==> config.mk <==
export PLATFORM = sky130hd
export DESIGN_NAME = load_store_unit
export DESIGN_NICKNAME = d
export VERILOG_FILES = /design/src/rtl/load_store_unit.sv
export SDC_FILE = /design/constraint.sdc
export NUM_CORES = 1
export LEC_CHECK = 0
export BUFFER_PORTS_ARGS = -buffer_cell sky130_fd_sc_hd__buf_4
export CAP_MARGIN = 30
export CORE_ASPECT_RATIO = 0.7
export CORE_MARGIN = 4
export CORE_UTILIZATION = 44
export DETAILED_ROUTE_END_ITERATION = 6
export GPL_TIMING_DRIVEN = 0
export PLACE_DENSITY = 0.77
export SLEW_MARGIN = 15
export SYNTH_ARGS = -nofsm -noshare
export SYNTH_HDL_FRONTEND = slang
export SYNTH_SLANG_ARGS = --single-unit
export TNS_END_PERCENT = 30
==> constraint.sdc <==
create_clock -name clk -period 1.7 [get_ports clk]
set_clock_uncertainty 0.05 [all_clocks]
set_input_delay 0 -clock clk [delete_from_list [all_inputs] [get_ports clk]]
set_output_delay 0 -clock clk [all_outputs]
set_load 0.05 [all_outputs]
==> src/rtl/load_store_unit.sv <==
// Load/store unit: takes one memory operation from execute, performs a single
// word-aligned memory transaction with byte enables, and returns an extended
// load result or a store-complete strobe.
//
// Ports:
//   clk, rst                 clock, synchronous active-high reset
//   in_valid, in_ready       operation handshake from execute (ready only in IDLE)
//   alucode, addr,
//   store_data, rd           operation code, byte address, store value, load dest
//   mem_req, mem_we,
//   mem_addr, mem_be,
//   mem_wdata                memory request, held until mem_ack
//   mem_ack, mem_rdata       memory completion and read data
//   wb_valid, wb_rd, wb_data load writeback strobe and held result
//   st_done                  store-complete strobe
//   misalign                 misaligned-access strobe
module load_store_unit (
    input  logic        clk,
    input  logic        rst,
    input  logic        in_valid,
    output logic        in_ready,
    input  logic [5:0]  alucode,
    input  logic [31:0] addr,
    input  logic [31:0] store_data,
    input  logic [4:0]  rd,
    output logic        mem_req,
    output logic        mem_we,
    output logic [31:0] mem_addr,
    output logic [3:0]  mem_be,
    output logic [31:0] mem_wdata,
    input  logic        mem_ack,
    input  logic [31:0] mem_rdata,
    output logic        wb_valid,
    output logic [4:0]  wb_rd,
    output logic [31:0] wb_data,
    output logic        st_done,
    output logic        misalign
);

    // Operation codes, matching the values in define.vh.
    localparam logic [5:0] ALU_LB  = 6'd18;
    localparam logic [5:0] ALU_LH  = 6'd19;
    localparam logic [5:0] ALU_LW  = 6'd20;
    localparam logic [5:0] ALU_LBU = 6'd21;
    localparam logic [5:0] ALU_LHU = 6'd22;
    localparam logic [5:0] ALU_SB  = 6'd23;
    localparam logic [5:0] ALU_SH  = 6'd24;
    localparam logic [5:0] ALU_SW  = 6'd25;

    typedef enum logic [1:0] {StIdle, StAccess, StDone} state_e;

    state_e      r_state;
    state_e      w_state_next;
    logic [5:0]  r_alucode;
    logic [31:0] r_addr;
    logic [31:0] r_store_data;
    logic [4:0]  r_rd;
    logic [4:0]  r_wb_rd;
    logic [31:0] r_wb_data;
    logic        r_misalign;

    logic        w_in_is_mem;
    logic        w_in_misalign;
    logic        w_accept;
    logic        w_is_load;
    logic        w_is_byte;
    logic        w_is_half;
    logic [7:0]  w_byte;
    logic [15:0] w_half;
    logic [31:0] w_load_data;

    // Decode of the incoming operation.
    always_comb begin
        w_in_is_mem   = 1'b0;
        w_in_misalign = 1'b0;
        case (alucode)
            ALU_LB, ALU_LBU, ALU_SB: w_in_is_mem = 1'b1;
            ALU_LH, ALU_LHU, ALU_SH: begin
                w_in_is_mem   = 1'b1;
                w_in_misalign = addr[0];
            end
            ALU_LW, ALU_SW: begin
                w_in_is_mem   = 1'b1;
                w_in_misalign = (addr[1:0] != 2'b00);
            end
            default: ;
        endcase
    end

    assign w_accept = (r_state == StIdle) && in_valid && w_in_is_mem;

    // Decode of the latched operation.
    always_comb begin
        w_is_load = 1'b0;
        w_is_byte = 1'b0;
        w_is_half = 1'b0;
        case (r_alucode)
            ALU_LB, ALU_LBU: begin w_is_load = 1'b1; w_is_byte = 1'b1; end
            ALU_LH, ALU_LHU: begin w_is_load = 1'b1; w_is_half = 1'b1; end
            ALU_LW:          w_is_load = 1'b1;
            ALU_SB:          w_is_byte = 1'b1;
            ALU_SH:          w_is_half = 1'b1;
            default: ;
        endcase
    end

    // Lane selection and extension of the returned read data.
    always_comb begin
        case (r_addr[1:0])
            2'd0:    w_byte = mem_rdata[7:0];
            2'd1:    w_byte = mem_rdata[15:8];
            2'd2:    w_byte = mem_rdata[23:16];
            default: w_byte = mem_rdata[31:24];
        endcase
        w_half = r_addr[1] ? mem_rdata[31:16] : mem_rdata[15:0];
        case (r_alucode)
            ALU_LB:  w_load_data = {{24{w_byte[7]}}, w_byte};
            ALU_LBU: w_load_data = {24'd0, w_byte};
            ALU_LH:  w_load_data = {{16{w_half[15]}}, w_half};
            ALU_LHU: w_load_data = {16'd0, w_half};
            default: w_load_data = mem_rdata;
        endcase
    end

    always_comb begin
        w_state_next = r_state;
        case (r_state)
            StIdle:   if (w_accept && !w_in_misalign) w_state_next = StAccess;
            StAccess: if (mem_ack) w_state_next = StDone;
            StDone:   w_state_next = StIdle;
            default:  w_state_next = StIdle;
        endcase
    end

    always_ff @(posedge clk) begin
        if (rst) begin
            r_state      <= StIdle;
            r_alucode    <= 6'd0;
            r_addr       <= 32'd0;
            r_store_data <= 32'd0;
            r_rd         <= 5'd0;
            r_wb_rd      <= 5'd0;
            r_wb_data    <= 32'd0;
            r_misalign   <= 1'b0;
        end else begin
            r_state    <= w_state_next;
            r_misalign <= w_accept && w_in_misalign;
            if (w_accept) begin
                r_alucode    <= alucode;
                r_addr       <= addr;
                r_store_data <= store_data;
                r_rd         <= rd;
            end
            if ((r_state == StAccess) && mem_ack && w_is_load) begin
                r_wb_rd   <= r_rd;
                r_wb_data <= w_load_data;
            end
        end
    end

    // Request fields come straight from the latched operation, so they are
    // stable for the whole ACCESS phase; reset clears the latches to zero.
    always_comb begin
        if (w_is_byte) begin
            mem_be    = 4'b0001 << r_addr[1:0];
            mem_wdata = {4{r_store_data[7:0]}};
        end else if (w_is_half) begin
            mem_be    = 4'b0011 << {r_addr[1], 1'b0};
            mem_wdata = {2{r_store_data[15:0]}};
        end else if (r_alucode == ALU_LW || r_alucode == ALU_SW) begin
            mem_be    = 4'b1111;
            mem_wdata = r_store_data;
        end else begin
            mem_be    = 4'b0000;
            mem_wdata = r_store_data;
        end
    end

    assign in_ready  = (r_state == StIdle);
    assign mem_req   = (r_state == StAccess);
    assign mem_we    = (r_alucode == ALU_SB) || (r_alucode == ALU_SH) || (r_alucode == ALU_SW);
    assign mem_addr  = {r_addr[31:2], 2'b00};
    assign wb_valid  = (r_state == StDone) && w_is_load;
    assign st_done   = (r_state == StDone) && !w_is_load;
    assign wb_rd     = r_wb_rd;
    assign wb_data   = r_wb_data;
    assign misalign  = r_misalign;

endmodule

==> impl_metrics.tcl, run 1 <==
set metrics [dict create \
    worstSetupEndpointType "output port" \
    cts_max_path_buffers 2 \
    netlist_area_mm2 0.00565 \
    seq_area_frac_synth_pct 40.7 \
    synth_ff_type "dfxtp_1" \
    hold_violations 0 \
    worst_slack_ns -0.442 \
    boundaryPins 222 \
    setup_viol 92 \
    synth_edf_count 0 \
    syn_area_per_cell_um2 7.94 \
    rows 34 \
    drt_first_pass_iters 7 \
    fmax_mhz 467 \
    layout_common_cells "247 x buf_4, 201 x nand2_1, 109 x dfxtp_1" \
    mostFrequentLayoutCell "buf_4" \
    cp_max_fo 8 \
    area_growth_pct 80.3 \
    combPwrFrac_pct 15.0 \
    post_drt_wl_per_cell_um 20.8 \
    grt_use_total_pct 32.2 \
    cap_viol_max_count 0 \
    required_ns 1.65 \
    dp_hpwl_um 13900 \
    dr_wl_met3_um 3000 \
    initial_utilization_pct 45.2 \
    startpoint_type "flop" \
    rsz0062_at_grt "yes" \
    p_per_area_mw_per_mm2 719 \
    period_needed_ns 2.14 \
    die_w_um 143 \
    routed_wl_um 26100 \
    maxSlewViolCount 0 \
    regArea_mm2 0.00232 \
    crit_type "reg -> out" \
    synth.distinct_cells 53 \
    top_layer_used "met4" \
    vias_per_cell 5.68 \
    globalplace.congestion 0.905 \
    synth_top_area_share_pct 40.7 \
    rrSetupSlack_ns -0.38 \
    cts.clk_slew.worst_paths_ns 0.06 \
    period_share_pct 126 \
    synth_area_leaders "dfxtp_1 41%, nand2_1 15%, a21oi_1 7.3%" \
    first_global_vias 7065 \
    grt_first_pass_wirelength_um 36800 \
    die_h_um 103 \
    violations "design-rule violations, negative setup slack" \
    port_buffers 218 \
    cp_cell_sequence "or3b_4 > nand2_4 > nand2_2 > nand2_4 > mux2_2 > buf_6" \
    fillers 655 \
    fin_nets 1189 \
    wl_met1_um 9700 \
    worstMarginPinSlew_ns 0.899 \
    run_status "finished, violations left" \
    cts.sinks 115 \
    clk_latency_ns 0.42 \
    power.share.switching_pct 27.7 \
    drive_above_1_share_pct 42.6 \
    ir_worst_vdd_uv 722 \
    cp_common_cell "nand2_4" \
    vias 7117 \
    synth_warnings 0 \
    synthArstFlopShare_pct 0 \
    ys_ff_latch 115 \
    synth_top_area_cell "dfxtp_1" \
    fin_setup_tns_ns -23.47 \
    drc 37 \
    power_leakage_uw 0.00445 \
    first_iter_violations 751 \
    worstHoldPathType "in -> reg" \
    crit_family "simple AND/OR/NAND/NOR gates" \
    slew_headroom_pct 40.1 \
    seqPwrFrac_pct 37.9 \
    crit_path_top_delay_cell "or3b_4" \
    multi_input_area_mm2 0.00326 \
    grt.overflow.total 0 \
    cp_num_buf_inv 1 \
    grt_max_degree 17 \
    core_mm2 0.0125 \
    p_sw_uw 2030 \
    p_clk_share_pct 47.0 \
    wl_met2_um 11900 \
    cp_data_arrival_time_ns 2.09 \
    internal-power_uw 5300 \
    syn_inst 712 \
    dieArea_mm2 0.0148 \
    cts_tree "built" \
    ant_nets 0 \
    root_buffer "clkbuf_16" \
    max_stage_delay_ns 0.41 \
    antenna_found_initial 0 \
    antenna_cells 0 \
    cts_inserted_buffers 17 \
    cts.htree.levels 4 \
    final_core_util_pct 81.5 \
]
==> flip-flops by register name, summed over array words and instances, names as in the netlist <==
signal / cells
misalign: 1
r_addr: 32
r_alucode: 6
r_rd: 5
r_state: 2
r_store_data: 32
wb_data: 32
wb_rd: 5
==> what timing repair did <==
| action | CTS | global route |
|---|---|---|
| pin swaps | 34 | 11 |
| hold endpoints to repair | 107 | 0 |
| resized for setup | 163 | 48 |
| gates cloned | 5 | 0 |
| endpoints found under the setup margin | 136 | 140 |
| buffers inserted | 19 | 1 |
| hold buffers | 105 | 0 |
==> worst register-to-register path, stage by stage (launching register included) <==
cell and delay (ns):
dfxtp_2 0.40, nor3b_4 0.34, buf_4 0.19, buf_6 0.11
o211a_4 0.20, nand3_4 0.16, a31oi_4 0.23, buf_12 0.17
a221oi_2 0.07
==> metal layers <==
layer	global-route usage (%)	up-vias
met4	14.7	0
met2	51.1	559
met3	10.5	163
li1	-	3103
met1	40.1	3292
met5	0	-
==> power by group through the flow <==
stage	combinational, uW	clock, uW	sequential [uW]
floorplan	408	0	2820
global placement	750	0	2820
detailed placement	756	0	2830
CTS	1020	3410	2770
global route	1150	3580	2780
finish	1100	3450	2780
==> through the flow <==
stage | setup WS [ns] | hold WS, ns | total power [uW] | std cells | cell area (um2)
after floorplan | -0.218 | 0.0860 | 3230 | 713 | 5680
after global placement | -0.368 | 0.200 | 3580 | 1093 | 7520
after detailed placement | -0.378 | 0.207 | 3580 | 1093 | 7520
after CTS | -0.367 | 0.0291 | 7210 | 1253 | 9980
after global routing | -0.461 | 0.0817 | 7500 | 1253 | 10200
final | -0.442 | 0.0855 | 7330 | 1253 | 10200
==> path summary, 6_finish.rpt <==
kind / depth (start not counted) / endpoint / start
setup / recovery: 6 / mem_wdata[23] / r_alucode[1]
setup reg to reg: 8 / wb_data[8] / r_alucode[4]
hold reg to reg: 2 / wb_rd[3] / r_rd[3]
hold / removal: 5 / wb_data[13] / mem_rdata[13]
==> kinds of logic after synthesis <==
| family | Yosys count | share of synthesized area, % |
|---|---|---|
| multiplexers | 30 | 6.06 |
| AO/OA/AOI/OAI | 169 | 20.3 |
| buffers and inverters | 96 | 10.3 |
| AND/OR/NAND/NOR | 298 | 22.0 |
| flip-flops | 115 | 40.7 |
| XOR/XNOR | 3 | 0.598 |
| other | 1 | 0.0663 |
==> cells in the mapped netlist (2+ instances only) <==
cell / number
and2_1: 2
a211oi_1: 14
nor2b_1: 4
buf_6: 6
buf_1: 2
buf_2: 17
o21ai_1: 5
nor3_1: 5
a21oi_1: 82
and3_1: 2
nand2_2: 2
a2111oi_0: 2
nand3b_1: 3
inv_1: 4
o21a_1: 2
mux2_2: 14
a31o_2: 2
nand2_1: 222
o21ai_0: 22
mux4_2: 2
a221oi_2: 5
o211ai_2: 2
nor2_1: 40
a22oi_1: 3
a221oi_1: 8
nand2b_1: 7
a211oi_2: 14
dfxtp_1: 115
nand3_1: 2
clkbuf_1: 25
a21o_1: 2
buf_4: 41
mux2i_1: 14
==> cell type report <==
type	count	share of cell area, %
multi-input cells	503	32.0
repair buffers	347	30.6
flip-flops and latches	115	22.7
plain buffers	90	7.08
clock buffers	18	4.21
well taps	162	1.99
clock inverters	14	1.29
inverters	4	0.147
Power figures use the tool's default switching activity.
==> inputs of run 2 (changes only) <==
Settings changed: CORE_UTILIZATION 44 to 46, CTS_BUF_LIST from default to sky130_fd_sc_hd__clkbuf_8, PLACE_DENSITY 0.77 to 0.8.
==> impl_metrics.tcl, run 2 (synthesis gave the netlist of run 1 again) <==
set metrics [dict create \
    cts_max_path_buffers 2 \
    required_ns 1.65 \
    post_drt_wl_per_cell_um 23.4 \
    globalplace.congestion 0.906 \
    grt.overflow.total 0 \
    ff2ff_path_depth 7 \
    die_h_um 101 \
    fmax_mhz 441 \
    boundaryPins 222 \
    maxSlewViolCount 0 \
    cts.clk_slew.worst_paths_ns 0.08 \
    max_stage_delay_ns 0.34 \
    first_global_vias 6977 \
    violations "design-rule violations, negative setup slack" \
    startpoint_type "flop" \
    grt_first_pass_wirelength_um 36500 \
    first_iter_violations 1070 \
    power_leakage_uw 0.00441 \
    cts_inserted_buffers 17 \
    vias_per_cell 5.97 \
    rrSetupSlack_ns -0.56 \
    period_share_pct 133 \
    drc 4 \
    worst_slack_ns -0.569 \
    ant_nets 0 \
    final_core_util_pct 85.5 \
    cp_max_fo 10 \
    period_needed_ns 2.27 \
    holdPathEnd "r_store_data[15]" \
    area_growth_pct 79.3 \
    crit_path_top_delay_cell "dfxtp_2" \
    vias 7522 \
    clk_latency_ns 0.44 \
    dp_hpwl_um 14000 \
    min_path_cells 5 \
    core_mm2 0.0119 \
    routed_wl_um 29400 \
    rsz0062_at_grt "yes" \
    port_buffers 218 \
    worstMarginPinSlew_ns 0.883 \
    ir_worst_vdd_uv 710 \
    rows 33 \
    r2r-start "r_alucode[1]" \
    dieArea_mm2 0.0142 \
    cts.htree.levels 4 \
    crit_type "reg -> out" \
    drt_first_pass_iters 7 \
    p_per_area_mw_per_mm2 636 \
    r2r-end "wb_data[9]" \
    fin_nets 1198 \
    worstHoldPathType "in -> reg" \
    cp_data_arrival_time_ns 2.22 \
    root_buffer "clkbuf_8" \
    pre_cts_ws_ns -0.391 \
    die_w_um 140 \
    grt_max_degree 17 \
    drive_above_1_share_pct 43.3 \
    layout_common_cells "248 x buf_4, 201 x nand2_1, 108 x dfxtp_1" \
    cp_cell_sequence "buf_4 > and3b_2 > o21ai_1 > a21oi_1 > o21a_1 > a31o_4 > buf_8" \
    grt_use_total_pct 32.8 \
    cts_tree "built" \
    worstSetupEndpointType "output port" \
    mostFrequentLayoutCell "buf_4" \
    cp_num_buf_inv 2 \
    cap_viol_max_count 0 \
    slew_headroom_pct 41.1 \
    setup_viol 126 \
    initial_utilization_pct 47.7 \
    crit_family "compound AO/OA/AOI/OAI gates" \
    min_from "in_valid" \
    cts.sinks 115 \
    hold_violations 0 \
    antenna_found_initial 3 \
    run_status "finished, violations left" \
]
==> run 2: cell count changes in the layout (fill, tap and decap cells not counted), moves of 4 or more <==
cell / previous run / this run
nor2_2: 0 / 4
buf_12: 8 / 4
mux2_2: 14 / 6
clkbuf_16: 17 / 3
clkbuf_8: 1 / 17
clkinv_2: 2 / 6
buf_8: 16 / 27
mux2_4: 0 / 8
nor2_1: 39 / 34
==> run 2: repair_timing <==
item                       4_1_cts  5_1_grt
hold buffers                   106        0
buffers inserted                17       11
setup endpoints to repair      120      143
pin swaps                       18       31
hold endpoints to repair       107        0
gates resized for setup        132      103
gates cloned                     2        3
==> run 2: layer usage <==
layer | vias up | part of all wire [%] | GRT usage, %
li1 | 3135 | - | -
met1 | 3362 | 35 | 40.3
met2 | 754 | 43 | 54.2
met3 | 269 | 14 | 10.0
met4 | 2 | 7.5 | 13.4
met5 | - | 0.048 | 0
==> run 2: metrics by stage <==
step                cell area [um2]  setup TNS (ns)  hold WS [ns]  total power, uW  cells
floorplan                      5680           -2.55        0.0860             3230    713
global placement               7520          -16.37         0.198             3580   1088
detailed placement             7520          -18.61         0.206             3580   1088
CTS                            9570          -15.58        0.0794             6250   1245
global route                  10100          -36.33         0.168             6570   1258
finish                        10100          -35.54         0.169             6450   1259
==> run 2: worst reg2reg max path: cells and delay by family (launching register included) <==
family / cells / cell delay [ns]
AOI/OAI and AO/OA: 2 / 0.62
buffers and inverters: 2 / 0.49
DFF: 1 / 0.36
and+or+nand+nor: 3 / 0.65
==> run 2: where the power goes <==
| part | internal (uW) | total, uW | leakage, uW | switching [uW] |
|---|---|---|---|---|
| clock network | 1280 | 2520 | 0.000196 | 1230 |
| logic | 548 | 1160 | 0.00328 | 607 |
| registers | 2730 | 2780 | 0.000933 | 42.6 |
==> run 2: worst max path at each step <==
stage / from / endpoint / cells after the start
floorplan: r_alucode[1] / mem_wdata[29] / 7
global placement: r_alucode[3] / wb_data[15] / 6
detailed placement: r_alucode[3] / wb_data[15] / 6
CTS: r_alucode[2] / mem_wdata[26] / 8
global route: r_alucode[1] / mem_be[3] / 7
finish: r_alucode[1] / mem_be[3] / 7
==> run 2: final cells by class <==
cell class / count / area [um2]
well taps: 157 / 196
diodes: 2 / 5.00
plain buffers: 90 / 702
clock inverters: 15 / 144
inverters: 4 / 15.0
clock buffers: 17 / 234
repair buffers: 356 / 3230
fillers: 551 / 1710
flip-flops and latches: 115 / 2320
multi-input cells: 503 / 3290
==> inputs of run 3 (changes only) <==
Settings changed: CELL_PAD_IN_SITES_DETAIL_PLACEMENT from default to 1, CELL_PAD_IN_SITES_GLOBAL_PLACEMENT from default to 2, CORE_UTILIZATION 46 to 25, RECOVER_POWER from default to 25.
==> impl_metrics.tcl, run 3 (synthesis gave the netlist of run 1 again) <==
set metrics [dict create \
    area_growth_pct 80.8 \
    crit_cells 8 \
    dpl_cell_area_mm2 0.00767 \
    fmax_mhz 464 \
    first_global_vias 6681 \
    gr-max-usage-layer "met2" \
    clk_latency_ns 0.45 \
    use_met1_pct 27.8 \
    grt_first_pass_wirelength_um 39500 \
    cts_max_path_buffers 2 \
    rsz0062_at_grt "yes" \
    pre_cts_ws_ns -0.530 \
    globalRouteMet3Util_pct 7.13 \
    violations "negative setup slack" \
    cp_num_buf_inv 4 \
    ff2ff_path_depth 7 \
    required_ns 1.65 \
    final_area_mm2 0.0102 \
    vias 6481 \
    slew_headroom_pct 45.6 \
    core_mm2 0.0220 \
    worstSetupEndpointType "output port" \
    grt.overflow.total 0 \
    dp_hpwl_um 17900 \
    boundaryPins 222 \
    crit_type "reg -> out" \
    cts_tree "built" \
    max_stage_delay_ns 0.42 \
    post_drt_wl_per_cell_um 19.0 \
    mostFrequentLayoutCell "buf_4" \
    globalplace.congestion 0.790 \
    final_core_util_pct 46.5 \
    port_buffers 218 \
    layout_common_cells "218 x buf_4, 206 x nand2_1, 108 x dfxtp_1" \
    maxSlewViolCount 0 \
    cp_common_cell "buf_8" \
    initial_utilization_pct 25.7 \
    routed_wl_um 26400 \
    cp_max_fo 6 \
    met2_usage_pct 30.5 \
    antenna_found_initial 1 \
    cap_viol_max_count 0 \
    cts.htree.levels 4 \
    fin_nets 1206 \
    grt_use_total_pct 20.2 \
    worstMarginPinSlew_ns 0.816 \
    ir_worst_vdd_uv 447 \
    power_leakage_uw 0.00425 \
    cts.sinks 115 \
    cp_cell_sequence "or3b_4 > nand2_4 > and2_4 > buf_8 > buf_8 > buf_8 > o21ai_2 > buf_6" \
    fin_setup_tns_ns -14.57 \
    hold_violations 0 \
    rows 45 \
    cp_data_arrival_time_ns 2.10 \
    run_status "finished, violations left" \
    worst_slack_ns -0.453 \
    first_iter_violations 267 \
    period_share_pct 127 \
    root_buffer "clkbuf_8" \
    dieArea_mm2 0.0251 \
    crit_path_top_delay_cell "or3b_4" \
    min_path_cells 5 \
    vias_per_cell 4.66 \
    die_w_um 188 \
    grt_max_degree 17 \
    drt_first_pass_iters 4 \
    setup_viol 67 \
    cts_inserted_buffers 17 \
    worstHoldPathType "in -> reg" \
    period_needed_ns 2.15 \
    p_per_area_mw_per_mm2 682 \
    startpoint_type "flop" \
    drc 0 \
    die_h_um 134 \
    crit_family "simple AND/OR/NAND/NOR gates" \
    ant_nets 0 \
    drive_above_1_share_pct 40.0 \
    cts.clk_slew.worst_paths_ns 0.08 \
]
## run 3: cell types whose count changed in the layout (fill, tap and decap cells not counted), sizes merged
cell,before,now
clkinv,10,2
bufbuf,0,2
bufinv,2,5
clkbuf,42,84
diode,2,1
buf,315,281
inv,5,6
clkinvlp,2,4
## run 3: routing by layer
layer,share of wire (%),vias up
met5,0,-
met4,1.0,0
met3,7.9,23
met2,44,205
met1,47,3113
li1,-,3140
## run 3: tightest hold or removal path, cell delays in order
cell and delay (ns):
buf_4 0.08, nand3_1 0.07, buf_2 0.21, nand2_1 0.09
a21oi_1 0.06
## run 3: layout make-up
| cell class | instances | area [um2] |
|---|---|---|
| clock buffers | 19 | 262 |
| plain buffers | 89 | 704 |
| fillers | 2559 | 11700 |
| well taps | 282 | 353 |
| flip-flops and latches | 115 | 2320 |
| repair buffers | 365 | 3150 |
| inverters | 4 | 15.0 |
| diodes | 1 | 2.50 |
| clock inverters | 13 | 206 |
| multi-input cells | 503 | 3210 |
## run 3: final timing paths
check / from / end / slack (ns)
worst min register to register: r_store_data[16] / r_store_data[16] / 0.41
worst max-delay path: r_alucode[2] / mem_wdata[24] / -0.45
worst min-delay path: in_valid / r_store_data[13] / 0.04
worst max register to register: r_alucode[5] / wb_data[11] / -0.15
## run 3: where the power goes
part,leakage (uW),total [uW],internal [uW],switching [uW]
logic,0.00309,1090,543,542
registers,0.000933,2770,2730,34.2
clock network,0.000226,3120,1820,1300
total,0.00425,6970,5100,1870
## run 3: per-stage QoR
stage,instances,hold slack (ns),power (uW)
global route,1391,0.0577,7250
finish,1391,0.0377,6970
global placement,1213,0.200,3610
floorplan,713,0.0860,3230
detailed placement,1213,0.209,3620
CTS,1379,0.0248,6980
## run 3: repair_timing
action	CTS	global route
hold buffers	106	0
endpoints found under the setup margin	139	136
gates cloned	7	0
gates resized for setup	132	74
hold endpoints to repair	107	0
buffers inserted	23	13
pin swaps	16	18
